===== config.mk =====
export PLATFORM = sky130hd
export DESIGN_NAME = arb8way16_flat
export DESIGN_NICKNAME = d
export VERILOG_FILES = /design/src/rtl/arb8way16_pkg.sv /design/src/rtl/arb8way16_if.sv /design/src/rtl/arb8way16_rr_pick8.sv /design/src/rtl/arb8way16.sv /design/src/flat_wrapper.sv
export SDC_FILE = /design/constraint.sdc
export NUM_CORES = 1
export LEC_CHECK = 0
export CAP_MARGIN = 20
export CORE_MARGIN = 5
export CORE_UTILIZATION = 35
export DETAILED_ROUTE_END_ITERATION = 16
export PLACE_DENSITY = 0.78
export SLEW_MARGIN = 20
export SYNTH_ARGS = -nofsm -noshare
export SYNTH_HDL_FRONTEND = slang
export SYNTH_SLANG_ARGS = --single-unit

===== constraint.sdc =====
create_clock -name clk -period 4.1 [get_ports clk]
set_input_delay 0.41 -clock clk [delete_from_list [all_inputs] [get_ports clk]]
set_output_delay 0.41 -clock clk [all_outputs]
set_load 0.005 [all_outputs]

===== src/rtl/arb8way16_pkg.sv =====
// Shared constants, state encoding and lane-slice helper for the 8-lane
// round-robin arbiter.
package arb8way16_pkg;

  localparam int N_LANES = 8;
  localparam int SEL_W   = 3;

  typedef enum logic {
    ST_EMPTY = 1'b0,
    ST_FULL  = 1'b1
  } state_e;

  // Low bit of lane `lane` inside a packed vector of `width`-bit lanes.
  function automatic int lane_lo(input int lane, input int width);
    return lane * width;
  endfunction

endpackage


===== src/rtl/arb8way16_if.sv =====
// Requester-lane and downstream-channel bundle seen by the arbiter.
interface arb8way16_if #(
  parameter int WIDTH = 16
);
  import arb8way16_pkg::*;

  logic [N_LANES-1:0]       in_valid;
  logic [N_LANES*WIDTH-1:0] in_data;
  logic [N_LANES-1:0]       in_ready;
  logic                     out_valid;
  logic                     out_ready;
  logic [WIDTH-1:0]         out_data;
  logic [SEL_W-1:0]         out_src;

  // Arbiter side.
  modport slave (
    input  in_valid, in_data, out_ready,
    output in_ready, out_valid, out_data, out_src
  );

  // Requesters plus consumer side.
  modport master (
    output in_valid, in_data, out_ready,
    input  in_ready, out_valid, out_data, out_src
  );

endinterface


===== src/rtl/arb8way16_rr_pick8.sv =====
// Combinational round-robin picker: first set request at or after ptr, wrapping mod 8.
module rr_pick8
  import arb8way16_pkg::*;
(
  input  logic [N_LANES-1:0] req,
  input  logic [SEL_W-1:0]   ptr,
  output logic [N_LANES-1:0] gnt_onehot,
  output logic [SEL_W-1:0]   gnt_idx,
  output logic               any
);

  logic [SEL_W-1:0] cand;

  // Scan farthest-first so the closest requester to ptr overwrites the result last.
  always_comb begin
    cand    = '0;
    gnt_idx = '0;
    any     = 1'b0;
    for (int k = N_LANES - 1; k >= 0; k--) begin
      cand = ptr + SEL_W'(k);
      if (req[cand]) begin
        gnt_idx = cand;
        any     = 1'b1;
      end
    end
  end

  always_comb begin
    gnt_onehot = '0;
    if (any) begin
      gnt_onehot[gnt_idx] = 1'b1;
    end
  end

endmodule


===== src/rtl/arb8way16.sv =====
// Eight-lane round-robin arbiter feeding a single-entry registered output
// with one-word-per-cycle throughput.
module arb8way16
  import arb8way16_pkg::*;
#(
  parameter int WIDTH = 16
) (
  input  logic         clk,
  input  logic         reset,
  arb8way16_if.slave   bus
);

  state_e           state_q, state_d;
  logic [WIDTH-1:0] data_q, data_d;
  logic [SEL_W-1:0] src_q, src_d;
  logic [SEL_W-1:0] ptr_q, ptr_d;

  logic [N_LANES-1:0] gnt_onehot;
  logic [SEL_W-1:0]   gnt_idx;
  logic               gnt_any;
  logic               load_en;
  logic [WIDTH-1:0]   sel_data;
  logic [WIDTH-1:0]   lane_data [N_LANES];

  rr_pick8 u_pick (
    .req        (bus.in_valid),
    .ptr        (ptr_q),
    .gnt_onehot (gnt_onehot),
    .gnt_idx    (gnt_idx),
    .any        (gnt_any)
  );

  for (genvar gi = 0; gi < N_LANES; gi++) begin : g_lane
    assign lane_data[gi] = bus.in_data[lane_lo(gi, WIDTH) +: WIDTH];
  end

  assign sel_data = lane_data[gnt_idx];
  assign load_en  = (state_q == ST_EMPTY) || bus.out_ready;

  always_ff @(posedge clk) begin
    if (reset) begin
      state_q <= ST_EMPTY;
      data_q  <= '0;
      src_q   <= '0;
      ptr_q   <= '0;
    end else begin
      state_q <= state_d;
      data_q  <= data_d;
      src_q   <= src_d;
      ptr_q   <= ptr_d;
    end
  end

  // An empty cycle with no requester leaves data, source and ptr untouched.
  always_comb begin
    state_d = state_q;
    data_d  = data_q;
    src_d   = src_q;
    ptr_d   = ptr_q;
    if (load_en) begin
      if (gnt_any) begin
        state_d = ST_FULL;
        data_d  = sel_data;
        src_d   = gnt_idx;
        ptr_d   = gnt_idx + SEL_W'(1);
      end else begin
        state_d = ST_EMPTY;
      end
    end
  end

  // Grant never depends on in_data, only on requests, ptr and load_en.
  always_comb begin
    bus.in_ready  = '0;
    if (load_en && gnt_any && !reset) begin
      bus.in_ready = gnt_onehot;
    end
    bus.out_valid = (state_q == ST_FULL);
    bus.out_data  = data_q;
    bus.out_src   = src_q;
  end

endmodule


===== src/flat_wrapper.sv =====
// flat-port wrapper written by rule: the top's interface ports become plain ports
module arb8way16_flat import arb8way16_pkg::*;
#(
  parameter int WIDTH = 16
)
  (clk, reset, bus_in_valid, bus_in_data, bus_out_ready, bus_in_ready, bus_out_valid, bus_out_data, bus_out_src);
  arb8way16_if #(.WIDTH(WIDTH)) bus_i ();
  input  logic clk;
  input  logic reset;
  input wire logic [$bits(bus_i.in_valid)-1:0] bus_in_valid;
  input wire logic [$bits(bus_i.in_data)-1:0] bus_in_data;
  input wire logic [$bits(bus_i.out_ready)-1:0] bus_out_ready;
  output wire logic [$bits(bus_i.in_ready)-1:0] bus_in_ready;
  output wire logic [$bits(bus_i.out_valid)-1:0] bus_out_valid;
  output wire logic [$bits(bus_i.out_data)-1:0] bus_out_data;
  output wire logic [$bits(bus_i.out_src)-1:0] bus_out_src;
  assign bus_i.in_valid = bus_in_valid;
  assign bus_i.in_data = bus_in_data;
  assign bus_i.out_ready = bus_out_ready;
  assign bus_in_ready = bus_i.in_ready;
  assign bus_out_valid = bus_i.out_valid;
  assign bus_out_data = bus_i.out_data;
  assign bus_out_src = bus_i.out_src;
  arb8way16 #(.WIDTH(WIDTH)) u_core (.clk(clk), .reset(reset), .bus(bus_i));
endmodule

==> reports/qor.txt, run 1 <==
Number of instances in the synthesized netlist -> 333
Standard cell area after detailed placement -> 4700 um2
Synth Area in Compound Gates -> 0.233
Vias/cell -> 5.64
Kind of critical path -> flop to output pin
Crit-path slowest cell -> sky130_fd_sc_hd__mux4_2
Post-DRT Antenna Nets -> 0
Internal portion of total power -> 2.02 mW
Via Count -> 3374
Maximum clock frequency -> 0.250 GHz
Remaining routing DRC violations -> 0
Clock tree from TritonCTS -> built
Number of max-slew violations in the final report -> 0
Power density over the cells -> 792 nW/um2
Min Clock Period, post-route -> 4.01 ns
Initial core utilization -> 0.356
Num CTS Buffers -> 3
Actual transition at the worst max-transition pin -> 0.621 ns
Max clock buf depth -> 2
Final clock period utilization by the worst path -> 0.978
Combinational family with the most area after synthesis -> multiplexers
Fraction of power consumed by the clock network -> 0.041
Overall power after layout -> 3.85 mW
Fraction of layout cells with a size suffix above 1 -> 0.130
Worst flop-to-flop path endpoint -> u_core.bus.out_data[1]
Number of flops mapped to enable cells by yosys -> 0
Hold Path Cell Cnt -> 2
Total of warnings raised by yosys -> 0
Type of the worst min-delay path -> flop to flop
Critical path peak fanout -> 8
Worst Reg2Reg Path Length in Cells -> 13
Clock transition time at the flip-flop clock pins of the worst setup and hold paths -> 0.09 ns
Placement row count -> 33
Flip-flop and latch count after synthesis -> 23
Global-route usage over all layers -> 0.207
Endpoint of the worst hold path -> u_core.bus.out_valid
Largest net degree at the start of global routing -> 52
Tightest hold margin -> 0.500 ns
Number of maximum-capacitance violations -> 0
Routability congestion estimate -> 0.896
Flip-flop cell with the highest count after synthesis -> sky130_fd_sc_hd__dfxtp_1
Post-synthesis cell area -> 2910 um2
Synth Area in Simple Gates -> 0.166
Port Buffers -> 166
Switch share -> 0.476
Iteration-0 DRC Markers -> 142
Routed WL per cell -> 18.6 um
Ordered cell list for the critical path -> inv_1 -> ha_4 -> mux4_2 -> buf_4 -> a221oi_2 -> a31oi_1 -> a31o_2 -> a31oi_1 -> o221a_2 -> o21ai_4 -> nor3_1 -> clkdlybuf4s50_1
Synth Area per Inst -> 8.74 um2
Setup violations, final -> 0
Clock Sink Count -> 23
Number of antenna violations at the first check in global routing -> 0
Net total in the final layout -> 635
Arithmetic-cell share of the synthesized area counting full adders, half adders and majority gates -> 0.00860
Post-synthesis async set-or-reset flop share -> 0
CP dominant cell by count -> sky130_fd_sc_hd__a31oi_1
Die X -> 101 um
Part of the total power dissipated in sequential elements -> 0.095
Result of the run -> complete, no violations
Switching component of the power -> 1.83 mW
Source of the worst register-to-register timing path -> u_core.ptr_q[0]
Part of the total power dissipated in combinational logic -> 0.864
Worst EP arrival -> 3.60 ns
Worst clock skew -> 0.0113 ns
Share of the synthesized netlist area taken by xor and xnor gates -> 0.0120
Number of distinct library cells after synthesis -> 53
Util after Layout -> 0.595
Top-level port count -> 167
Type of element launching the critical path -> flop
Clock tree root driver cell -> sky130_fd_sc_hd__clkbuf_8
Detailed Place HPWL -> 8.75 mm
Die Footprint -> 10200 um2
Largest incremental delay on the critical path -> 0.56 ns
Grt total ovfl -> 0
Number of global-route vias before repair -> 3578
Routed wire length -> 11.1 mm
Share of synthesized area spent on multiplexers -> 0.343
Post-layout instance area -> 4870 um2
CTS H-tree depth -> 1
Flop-to-flop setup slack -> 0.46 ns
Area growth, synth to finish -> 67.2%
Highest ir drop seen on vdd -> 405 uV
Area inside the core boundary -> 8180 um2
Post-synthesis net count -> 474
Number of buffers added to fix hold violations after cts -> 0
Share of the yosys chip area belonging to registers -> 0.158
Worst path required time -> 3.69 ns
Leakage power -> 2.07 nW
RSZ-0062 raised after global routing -> true
Clock network latency to the later pin of the worst-skew pair -> 0.28 ns
CP Capture Type -> output pin
Startpoint of the tightest hold check path -> u_core.bus.out_valid
Endpoints failing hold -> 0
Drt first pass iters -> 6
Number of antenna diodes -> 0
Global-route wire length before repair -> 17.3 mm
Tightest slew margin relative to the limit -> 0.586
Final setup TNS -> 0 ns
Chip Height -> 101 um
-- layout make-up --
cell class	instances	area, um2
Clock buffer	3	41.3
Clock inverter	1	7.51
Fill cell	727	3310
Inverter	6	22.5
Multi-Input combinational cell	270	2320
Sequential cell	23	463
Tap cell	105	131
Timing Repair Buffer	190	1880
-- registers in the layout, indices dropped and copies added (netlist names) --
register	flops
u_core.bus.out_valid	1
u_core.bus.out_data	16
u_core.bus.out_src	3
u_core.ptr_q	3
-- cells in the mapped netlist (3+ instances only) --
cell / instances / area [um2]
sky130_fd_sc_hd__mux2i_1: 77 / 771
sky130_fd_sc_hd__dfxtp_1: 23 / 460
sky130_fd_sc_hd__a211oi_1: 20 / 150
sky130_fd_sc_hd__nor2_1: 17 / 63.8
sky130_fd_sc_hd__nor3b_1: 17 / 128
sky130_fd_sc_hd__a2111oi_0: 16 / 140
sky130_fd_sc_hd__a211o_1: 16 / 140
sky130_fd_sc_hd__clkbuf_1: 16 / 60.1
sky130_fd_sc_hd__and3_1: 15 / 93.8
sky130_fd_sc_hd__mux2_2: 9 / 101
sky130_fd_sc_hd__nor3_1: 9 / 45.0
sky130_fd_sc_hd__buf_2: 8 / 40.0
sky130_fd_sc_hd__buf_6: 7 / 78.8
sky130_fd_sc_hd__nand2_1: 7 / 26.3
sky130_fd_sc_hd__o21ai_0: 7 / 35.0
sky130_fd_sc_hd__a31oi_1: 5 / 31.3
sky130_fd_sc_hd__mux4_2: 5 / 113
sky130_fd_sc_hd__nand2b_1: 5 / 31.3
sky130_fd_sc_hd__inv_1: 4 / 15.0
sky130_fd_sc_hd__a21oi_1: 3 / 15.0
sky130_fd_sc_hd__nor2b_1: 3 / 18.8
sky130_fd_sc_hd__or3_1: 3 / 18.8
-- cells in the final DEF (no fill, tap or decap), types with 3 or more instances in the layout --
cell                                n
sky130_fd_sc_hd__nand2b_1           5
sky130_fd_sc_hd__o21ai_0            6
sky130_fd_sc_hd__a2111oi_0         16
sky130_fd_sc_hd__mux2_2             9
sky130_fd_sc_hd__a31oi_1            5
sky130_fd_sc_hd__and3_1            15
sky130_fd_sc_hd__nand2_1            7
sky130_fd_sc_hd__mux2i_1           76
sky130_fd_sc_hd__nor2_1            17
sky130_fd_sc_hd__clkdlybuf4s50_1  165
sky130_fd_sc_hd__a211oi_1          20
sky130_fd_sc_hd__a211o_1           16
sky130_fd_sc_hd__mux4_2             5
sky130_fd_sc_hd__clkbuf_8           3
sky130_fd_sc_hd__a21oi_1            3
sky130_fd_sc_hd__buf_4             20
sky130_fd_sc_hd__nor3_1             7
sky130_fd_sc_hd__inv_1              4
sky130_fd_sc_hd__nor3b_1           17
sky130_fd_sc_hd__dfxtp_1           21
-- power by group through the flow --
stage               clock [mW]  combinational (mW)  sequential [mW]
floorplan                    0                2.31            0.358
global placement             0                3.10            0.362
detailed placement           0                3.15            0.367
CTS                      0.164                3.19            0.362
global route             0.172                3.58            0.374
finish                   0.157                3.33            0.366
-- routing by layer --
| layer | wire length (um) | vias to the layer above | track usage |
|---|---|---|---|
| met5 | 0 | - | 0 |
| met4 | 187 | 0 | 0.0440 |
| met3 | 929 | 21 | 0.0668 |
| met2 | 5790 | 143 | 0.375 |
| met1 | 4190 | 1586 | 0.238 |
| li1 | - | 1624 | - |
-- worst max-delay path, delay by kind of cell, from the launching register on --
kind	cells	cell delay [ns]
compound gates	6	1.08
buf+inv	3	0.79
mux	1	0.56
flops	1	0.35
fa+ha+maj	1	0.34
simple gates	1	0.20
-- worst max path at each step --
stage                    startpoint                      end  slack (ns)  cells past startpoint
detailed placement  bus_in_valid[7]          bus_in_ready[3]        0.08                     11
CTS                 u_core.ptr_q[1]          bus_in_ready[3]        0.02                     12
finish              u_core.ptr_q[0]          bus_in_ready[4]        0.09                     12
global route        u_core.ptr_q[0]          bus_in_ready[7]       -0.03                     12
global placement    bus_in_valid[6]          bus_in_ready[3]        0.16                     11
floorplan           u_core.ptr_q[1]  u_core.bus.out_data[10]       0.005                     16
-- kinds of logic after synthesis --
kind of cell             Yosys count
adder cells (fa/ha/maj)            2
flip-flops                        23
multiplexers                      92
XOR/XNOR                           4
buffers and inverters             40
AO/OA/AOI/OAI                     87
AND/OR/NAND/NOR                   85
-- through the flow --
| stage | cells | worst slack, ns |
|---|---|---|
| after floorplan | 333 | 0.00516 |
| after global placement | 591 | 0.159 |
| after detailed placement | 591 | 0.0834 |
| after CTS | 595 | 0.0221 |
| after global routing | 598 | -0.0339 |
| final | 598 | 0.0921 |
-- repair_timing --
| action | in CTS | in global routing |
|---|---|---|
| pin swaps | 0 | 3 |
| gates resized for setup | 3 | 17 |
| endpoints found under the setup margin | 8 | 8 |
| setup buffers | 0 | 3 |
No activity file was read; power rests on OpenSTA's default activity.
==> inputs of run 2 (changes only) <==
- GPL_TIMING_DRIVEN: not set -> 0
==> run 2 against run 1 <==
Combinational power is 20% higher. Total power is 17% higher. Register-to-register slack worse by 0.31 ns. Setup slack better by 0.035 ns. Wire length is 12% higher. Via count is 4.8% higher. Global-route usage is 2.7 points higher. Maximum frequency is 0.89% higher. First-iteration DRC count is 1.4% lower. Critical path type unchanged. Highest routed layer unchanged.
==> reports/qor.txt, run 2 (same netlist as run 1, synthesis figures left out) <==
Vias/cell -> 5.60 (-0.68%)
Largest net degree at the start of global routing -> 15 (-71%)
Net total in the final layout -> 668 (+5.2%)
Placement row count -> 33 (unchanged)
Iteration-0 DRC Markers -> 140 (-1.4%)
Number of buffers added to fix hold violations after cts -> 0 (unchanged)
Global-route usage over all layers -> 0.235 (+0.0273)
Worst EP arrival -> 3.56 ns (-0.04 ns)
Chip Height -> 101 um (unchanged)
Initial core utilization -> 0.356 (unchanged)
Number of antenna diodes -> 0 (unchanged)
Standard cell area after detailed placement -> 4700 um2 (about the same)
Switch share -> 0.472 (-0.00434)
Setup violations, final -> 0 (unchanged)
Routability congestion estimate -> 0.854 (-4.7%)
Routed wire length -> 12.4 mm (+12%)
Final clock period utilization by the worst path -> 0.969 (-0.00861)
Actual transition at the worst max-transition pin -> 0.529 ns (-0.0926 ns)
Power density over the cells -> 875 nW/um2 (+11%)
Worst path bufs/invs -> 6 (+3)
Most common library cell in the layout ignoring fill and taps -> sky130_fd_sc_hd__clkdlybuf4s50_1
Clock Sink Count -> 23 (unchanged)
Overall power after layout -> 4.51 mW (+17%)
Drt first pass iters -> 4 (-2)
Max clock buf depth -> 2 (unchanged)
Crit path max-delay family -> compound AO/OA/AOI/OAI gates
Routed WL per cell -> 19.7 um (+6.0%)
Num CTS Buffers -> 3 (unchanged)
Number of global-route vias before repair -> 3945 (+10%)
Number of flip-flops in the largest register -> 16 (unchanged)
Leakage power -> 2.21 nW (+7.2%)
Remaining routing DRC violations -> 0 (unchanged)
CP dominant cell by count -> sky130_fd_sc_hd__buf_6
Critical path peak fanout -> 9 (+1)
Number of max-slew violations in the final report -> 0 (unchanged)
Highest ir drop seen on vdd -> 635 uV (+57%)
Post-layout instance area -> 5150 um2 (+5.9%)
Clock network latency to the later pin of the worst-skew pair -> 0.28 ns (about the same)
Part of the total power dissipated in sequential elements -> 0.078 (-0.017)
Worst Setup Slack, final -> 0.127 ns (+0.0353 ns)
Via Count -> 3536 (+4.8%)
Kind of critical path -> flop to output pin
Fraction of layout cells with a size suffix above 1 -> 0.188 (+0.0584)
Switching component of the power -> 2.13 mW (+16%)
Endpoints failing hold -> 0 (unchanged)
Commonest cells after routing, fill and taps aside -> 158 x sky130_fd_sc_hd__clkdlybuf4s50_1, 74 x sky130_fd_sc_hd__mux2i_1, 25 x sky130_fd_sc_hd__buf_4
Crit-path slowest cell -> sky130_fd_sc_hd__mux4_2
Area growth, synth to finish -> 77.1%
Min Clock Period, post-route -> 3.97 ns (-0.0353 ns)
Type of element launching the critical path -> flop
Clock transition time at the flip-flop clock pins of the worst setup and hold paths -> 0.09 ns (about the same)
Worst path required time -> 3.69 ns (about the same)
Number of maximum-capacitance violations -> 0 (unchanged)
Clock tree from TritonCTS -> built
Number of antenna violations at the first check in global routing -> 0 (unchanged)
Util after Layout -> 0.631 (+0.0354)
Area inside the core boundary -> 8180 um2 (unchanged)
Port Buffers -> 166 (unchanged)
Ordered cell list for the critical path -> clkbuf_8 -> clkinv_4 -> ha_4 -> buf_6 -> mux4_2 -> buf_6 -> a221oi_2 -> a31oi_1 -> a31o_2 -> a31oi_1 -> o221a_2 -> o21ai_4 -> buf_6 -> nor3_2 -> clkdlybuf4s15_2
Detailed Place HPWL -> 9.33 mm (+6.6%)
Worst clock skew -> 0.00198 ns (-0.00933 ns)
CP Capture Type -> output pin
Die Footprint -> 10200 um2 (unchanged)
Maximum clock frequency -> 0.252 GHz (+0.89%)
Type of the worst min-delay path -> flop to flop
Internal portion of total power -> 2.38 mW (+18%)
Part of the total power dissipated in combinational logic -> 0.888 (+0.024)
Top-level port count -> 167 (unchanged)
Tightest slew margin relative to the limit -> 0.638 (+0.0526)
Grt total ovfl -> 0 (unchanged)
Post-DRT Antenna Nets -> 0 (unchanged)
Fraction of power consumed by the clock network -> 0.034 (-0.007)
Clock tree root driver cell -> sky130_fd_sc_hd__clkbuf_8
Global-route wire length before repair -> 19.2 mm (+11%)
Final setup TNS -> 0 ns (unchanged)
Largest incremental delay on the critical path -> 0.57 ns (about the same)
Die X -> 101 um (unchanged)
Worst slack after detailed placement -> -1.17 ns (-1.25 ns)
CTS H-tree depth -> 1 (unchanged)
Result of the run -> complete, no violations
[run 2: final timing paths]
kind                                       startpoint  cells after the start                     end  slack (ns)
worst min register to register  u_core.bus.out_src[0]                      2   u_core.bus.out_src[0]        0.51
worst min-delay path            u_core.bus.out_src[0]                      2   u_core.bus.out_src[0]        0.51
worst max-delay path                  u_core.ptr_q[1]                     15         bus_in_ready[7]        0.13
worst max register to register        u_core.ptr_q[1]                     15  u_core.bus.out_data[0]        0.15
[run 2: timing repair]
| item | 4_1_cts | 5_1_grt |
|---|---|---|
| pin swaps | 4 | 7 |
| hold endpoints to repair | 0 | 0 |
| endpoints found under the setup margin | 30 | 24 |
| gates resized for setup | 52 | 27 |
| buffers inserted | 21 | 8 |
[run 2: layout make-up]
class / count / area (um2)
buffer: 28 / 210
sequential: 23 / 463
clock inverter: 1 / 5.00
fill: 719 / 3020
tap: 105 / 131
inverter: 6 / 27.5
clock buffer: 3 / 41.3
timing repair buffer: 195 / 1900
multi-input combinational: 270 / 2380
[run 2: metrics by stage]
step / hold WS (ns) / instances
5_1_grt: 0.529 / 631
3_3_place_gp: 0.495 / 604
2_1_floorplan: 0.481 / 333
3_5_place_dp: 0.499 / 604
6_report: 0.506 / 631
4_1_cts: 0.510 / 625
[run 2: power by group through the flow]
stage	clock network [mW]	logic, mW	registers, mW
3_5_place_dp	0	3.27	0.353
6_report	0.155	4.01	0.350
4_1_cts	0.152	3.76	0.349
3_3_place_gp	0	3.20	0.349
5_1_grt	0.165	4.28	0.357
2_1_floorplan	0	2.31	0.358
[run 2: metal layers]
layer  track usage  part of all wire  vias up
li1              -                 -     1696
met1         0.259              0.38     1661
met2         0.428              0.53      158
met3        0.0640             0.077       21
met4        0.0849             0.021        0
met5             0                 0        -
[run 2: worst register-to-register path, stage by stage, from the launching register on]
cell and delay (ns):
sky130_fd_sc_hd__dfxtp_2 0.35, sky130_fd_sc_hd__clkbuf_8 0.14, sky130_fd_sc_hd__clkinv_4 0.09, sky130_fd_sc_hd__ha_4 0.28, sky130_fd_sc_hd__buf_6 0.12, sky130_fd_sc_hd__mux4_2 0.58
sky130_fd_sc_hd__mux2i_4 0.18, sky130_fd_sc_hd__o31ai_1 0.10, sky130_fd_sc_hd__o32a_1 0.33, sky130_fd_sc_hd__or3_4 0.38, sky130_fd_sc_hd__buf_6 0.15, sky130_fd_sc_hd__and2_4 0.21
sky130_fd_sc_hd__buf_4 0.18, sky130_fd_sc_hd__mux2i_1 0.13, sky130_fd_sc_hd__a2111oi_0 0.54, sky130_fd_sc_hd__a211o_1 0.17
==> inputs of run 3 (changes only) <==
- CORE_MARGIN: 5 -> 2
- CORE_UTILIZATION: 35 -> 39
- PLACE_DENSITY: 0.78 -> 0.82
- clock period: 4.1 -> 4.4 ns (I/O delays scaled with it)
==> run 3 against run 2 <==
Sequential share of layout area increased by 0.36 points. Cell count shrank 3.0%. Via count rose by 0.93%. Critical path depth up 1. Sequential cell count did not move. Combinational power is 15% lower.
==> reports/qor.txt, run 3 (same netlist as run 1, synthesis figures left out) <==
Result of the run -> complete, no violations
Most common library cell in the layout ignoring fill and taps -> sky130_fd_sc_hd__clkdlybuf4s50_1
Clock tree root driver cell -> sky130_fd_sc_hd__clkbuf_8
Clock network latency to the later pin of the worst-skew pair -> 0.27 ns (about the same)
Switch share -> 0.482 (+0.0101)
Highest ir drop seen on vdd -> 482 uV (-24%)
Fraction of layout cells with a size suffix above 1 -> 0.135 (-0.0537)
Iteration-0 DRC Markers -> 250 (+79%)
Final clock period utilization by the worst path -> 0.971
Port Buffers -> 166 (unchanged)
Util after Layout -> 0.683 (+0.0529)
Number of antenna diodes -> 0 (unchanged)
Fill cell count -> 606 (-16%)
Worst clock skew -> 0.00369 ns (+0.00171 ns)
Number of instances in the placed design -> 598 (-0.99%)
Critical path peak fanout -> 19 (+10)
Grt total ovfl -> 0 (unchanged)
Top-level port count -> 167 (unchanged)
Internal portion of total power -> 2.01 mW (-16%)
Worst EP arrival -> 3.83 ns (+0.27 ns)
Number of antenna violations at the first check in global routing -> 0 (unchanged)
Max clock buf depth -> 2 (unchanged)
Remaining routing DRC violations -> 0 (unchanged)
Part of the total power dissipated in combinational logic -> 0.879 (-0.009)
Number of maximum-capacitance violations -> 0 (unchanged)
Switching component of the power -> 1.87 mW (-12%)
Type of element launching the critical path -> flop
Clock tree from TritonCTS -> built
Leakage power -> 2.15 nW (-2.7%)
Chip Height -> 90.4 um (-11%)
Number of buffers added to fix hold violations after cts -> 0 (unchanged)
Clock Sink Count -> 23 (unchanged)
Endpoints failing hold -> 0 (unchanged)
Post-DRT Antenna Nets -> 0 (unchanged)
Overall power after layout -> 3.87 mW (-14%)
Sequential Area -> 463 um2 (unchanged)
Die Footprint -> 8170 um2 (-20%)
Vias/cell -> 5.83 (+4.1%)
Number of global-route vias before repair -> 3687 (-6.5%)
Die X -> 90.4 um (-11%)
Worst path required time -> 3.96 ns (+0.27 ns)
Num CTS Buffers -> 3 (unchanged)
Kind of critical path -> flop to output pin
Via Count -> 3569 (+0.93%)
Number of flip-flops in the largest register -> 16 (unchanged)
Fraction of power consumed by the clock network -> 0.036 (+0.002)
Routability congestion estimate -> 0.923 (+8.2%)
Power density over the cells -> 781 nW/um2 (-11%)
Routed WL per cell -> 18.8 um (-4.3%)
Global-route wire length before repair -> 17.9 mm (-6.7%)
CTS H-tree depth -> 1 (unchanged)
Routed wire length -> 11.5 mm (-7.2%)
Commonest cells after routing, fill and taps aside -> 158 x sky130_fd_sc_hd__clkdlybuf4s50_1, 76 x sky130_fd_sc_hd__mux2i_1, 21 x sky130_fd_sc_hd__dfxtp_1
Area growth, synth to finish -> 70.3%
Maximum clock frequency -> 0.234 GHz
Net total in the final layout -> 655 (-1.9%)
Type of the worst min-delay path -> flop to flop
Global-route usage over all layers -> 0.266 (+0.0308)
Largest net degree at the start of global routing -> 13 (-2)
Setup violations, final -> 0 (unchanged)
Clock transition time at the flip-flop clock pins of the worst setup and hold paths -> 0.09 ns (about the same)
Initial core utilization -> 0.401 (+0.0453)
Min Clock Period, post-route -> 4.27 ns
Detailed Place HPWL -> 8.91 mm (-4.5%)
Area inside the core boundary -> 7250 um2 (-11%)
Placement row count -> 31 (-6.1%)
Actual transition at the worst max-transition pin -> 0.557 ns (+0.0285 ns)
Drt first pass iters -> 5 (+1)
CP Capture Type -> output pin
Number of max-slew violations in the final report -> 0 (unchanged)
Tightest slew margin relative to the limit -> 0.629 (-0.00991)
Multi-input gate area in the final layout -> 2310 um2 (-2.8%)
Layout Cells excl Fill -> 612 (-3.0%)
Part of the total power dissipated in sequential elements -> 0.085 (+0.007)
## run 3: changes by cell type in the layout (fill, tap and decap cells not counted), moves of 2 or more
cell and change:
sky130_fd_sc_hd__nor3_2 -2, sky130_fd_sc_hd__nor3_1 +2, sky130_fd_sc_hd__clkdlybuf4s15_1 -3, sky130_fd_sc_hd__buf_4 -11, sky130_fd_sc_hd__nand2b_4 -2, sky130_fd_sc_hd__clkbuf_1 +4, sky130_fd_sc_hd__mux2i_1 +2, sky130_fd_sc_hd__buf_2 -3
sky130_fd_sc_hd__dlygate4sd2_1 +5, sky130_fd_sc_hd__buf_6 -4, sky130_fd_sc_hd__mux2i_2 -2
## run 3: final cells by class
class | instances | share of cell area
inverters | 6 | 0.00555
repair buffers | 179 | 0.355
multi-input cells | 270 | 0.466
clock buffers | 4 | 0.00909
plain buffers | 31 | 0.0459
flip-flops and latches | 23 | 0.0934
well taps | 99 | 0.0250
## run 3: timing repair
item / 4_1_cts / 5_1_grt
resized for setup: 32 / 10
setup endpoints to repair: 26 / 8
setup buffers: 9 / 4
gates cloned: 0 / 0
pin swaps: 2 / 2
## run 3: per-layer routing
metal  track usage  vias to the layer above  share of wire
li1              -                     1672              -
met1         0.308                     1689           0.39
met2         0.494                      178           0.51
met3        0.0401                       30          0.066
met4        0.0897                        0          0.030
met5             0                        -              0
## run 3: worst paths after layout
check	startpoint	end	slack (ns)	depth (start not counted)
worst max-delay path	u_core.ptr_q[0]	bus_in_ready[0]	0.13	16
worst max register to register	u_core.ptr_q[0]	u_core.bus.out_data[11]	0.26	17
worst min-delay path	u_core.bus.out_src[0]	u_core.bus.out_src[0]	0.51	2
worst min register to register	u_core.bus.out_src[0]	u_core.bus.out_src[0]	0.51	2
## run 3: metrics by stage
| step | setup TNS (ns) | worst slack, ns | instance area (um2) | hold WS, ns |
|---|---|---|---|---|
| floorplan | 0 | 0.305 | 2910 | 0.481 |
| global placement | -10.23 | -0.714 | 4700 | 0.493 |
| detailed placement | -11.52 | -0.757 | 4700 | 0.502 |
| CTS | 0 | 0.000518 | 4880 | 0.515 |
| global route | -0.00353 | -0.00353 | 4960 | 0.530 |
| finish | 0 | 0.126 | 4960 | 0.514 |
## run 3: power by group through the flow
stage | Sequential [mW] | Combinational (mW) | Clock [mW]
detailed placement | 0.332 | 3.02 | 0
finish | 0.329 | 3.40 | 0.140
floorplan | 0.334 | 2.15 | 0
global route | 0.338 | 3.61 | 0.148
CTS | 0.328 | 3.24 | 0.138
global placement | 0.327 | 2.96 | 0
## run 3: worst max-delay path: stages (launching register included)
cell and delay [ns]:
sky130_fd_sc_hd__dfxtp_2 0.34, sky130_fd_sc_hd__buf_6 0.10, sky130_fd_sc_hd__buf_8 0.13, sky130_fd_sc_hd__inv_1 0.07
sky130_fd_sc_hd__ha_1 0.29, sky130_fd_sc_hd__buf_6 0.12, sky130_fd_sc_hd__mux4_2 0.57, sky130_fd_sc_hd__mux2i_4 0.18
sky130_fd_sc_hd__o31ai_1 0.10, sky130_fd_sc_hd__o32a_1 0.34, sky130_fd_sc_hd__or3_4 0.40, sky130_fd_sc_hd__buf_6 0.16
sky130_fd_sc_hd__and2_4 0.16, sky130_fd_sc_hd__buf_6 0.18, sky130_fd_sc_hd__nand2_1 0.11, sky130_fd_sc_hd__nor2_1 0.04
sky130_fd_sc_hd__dlygate4sd2_1 0.26
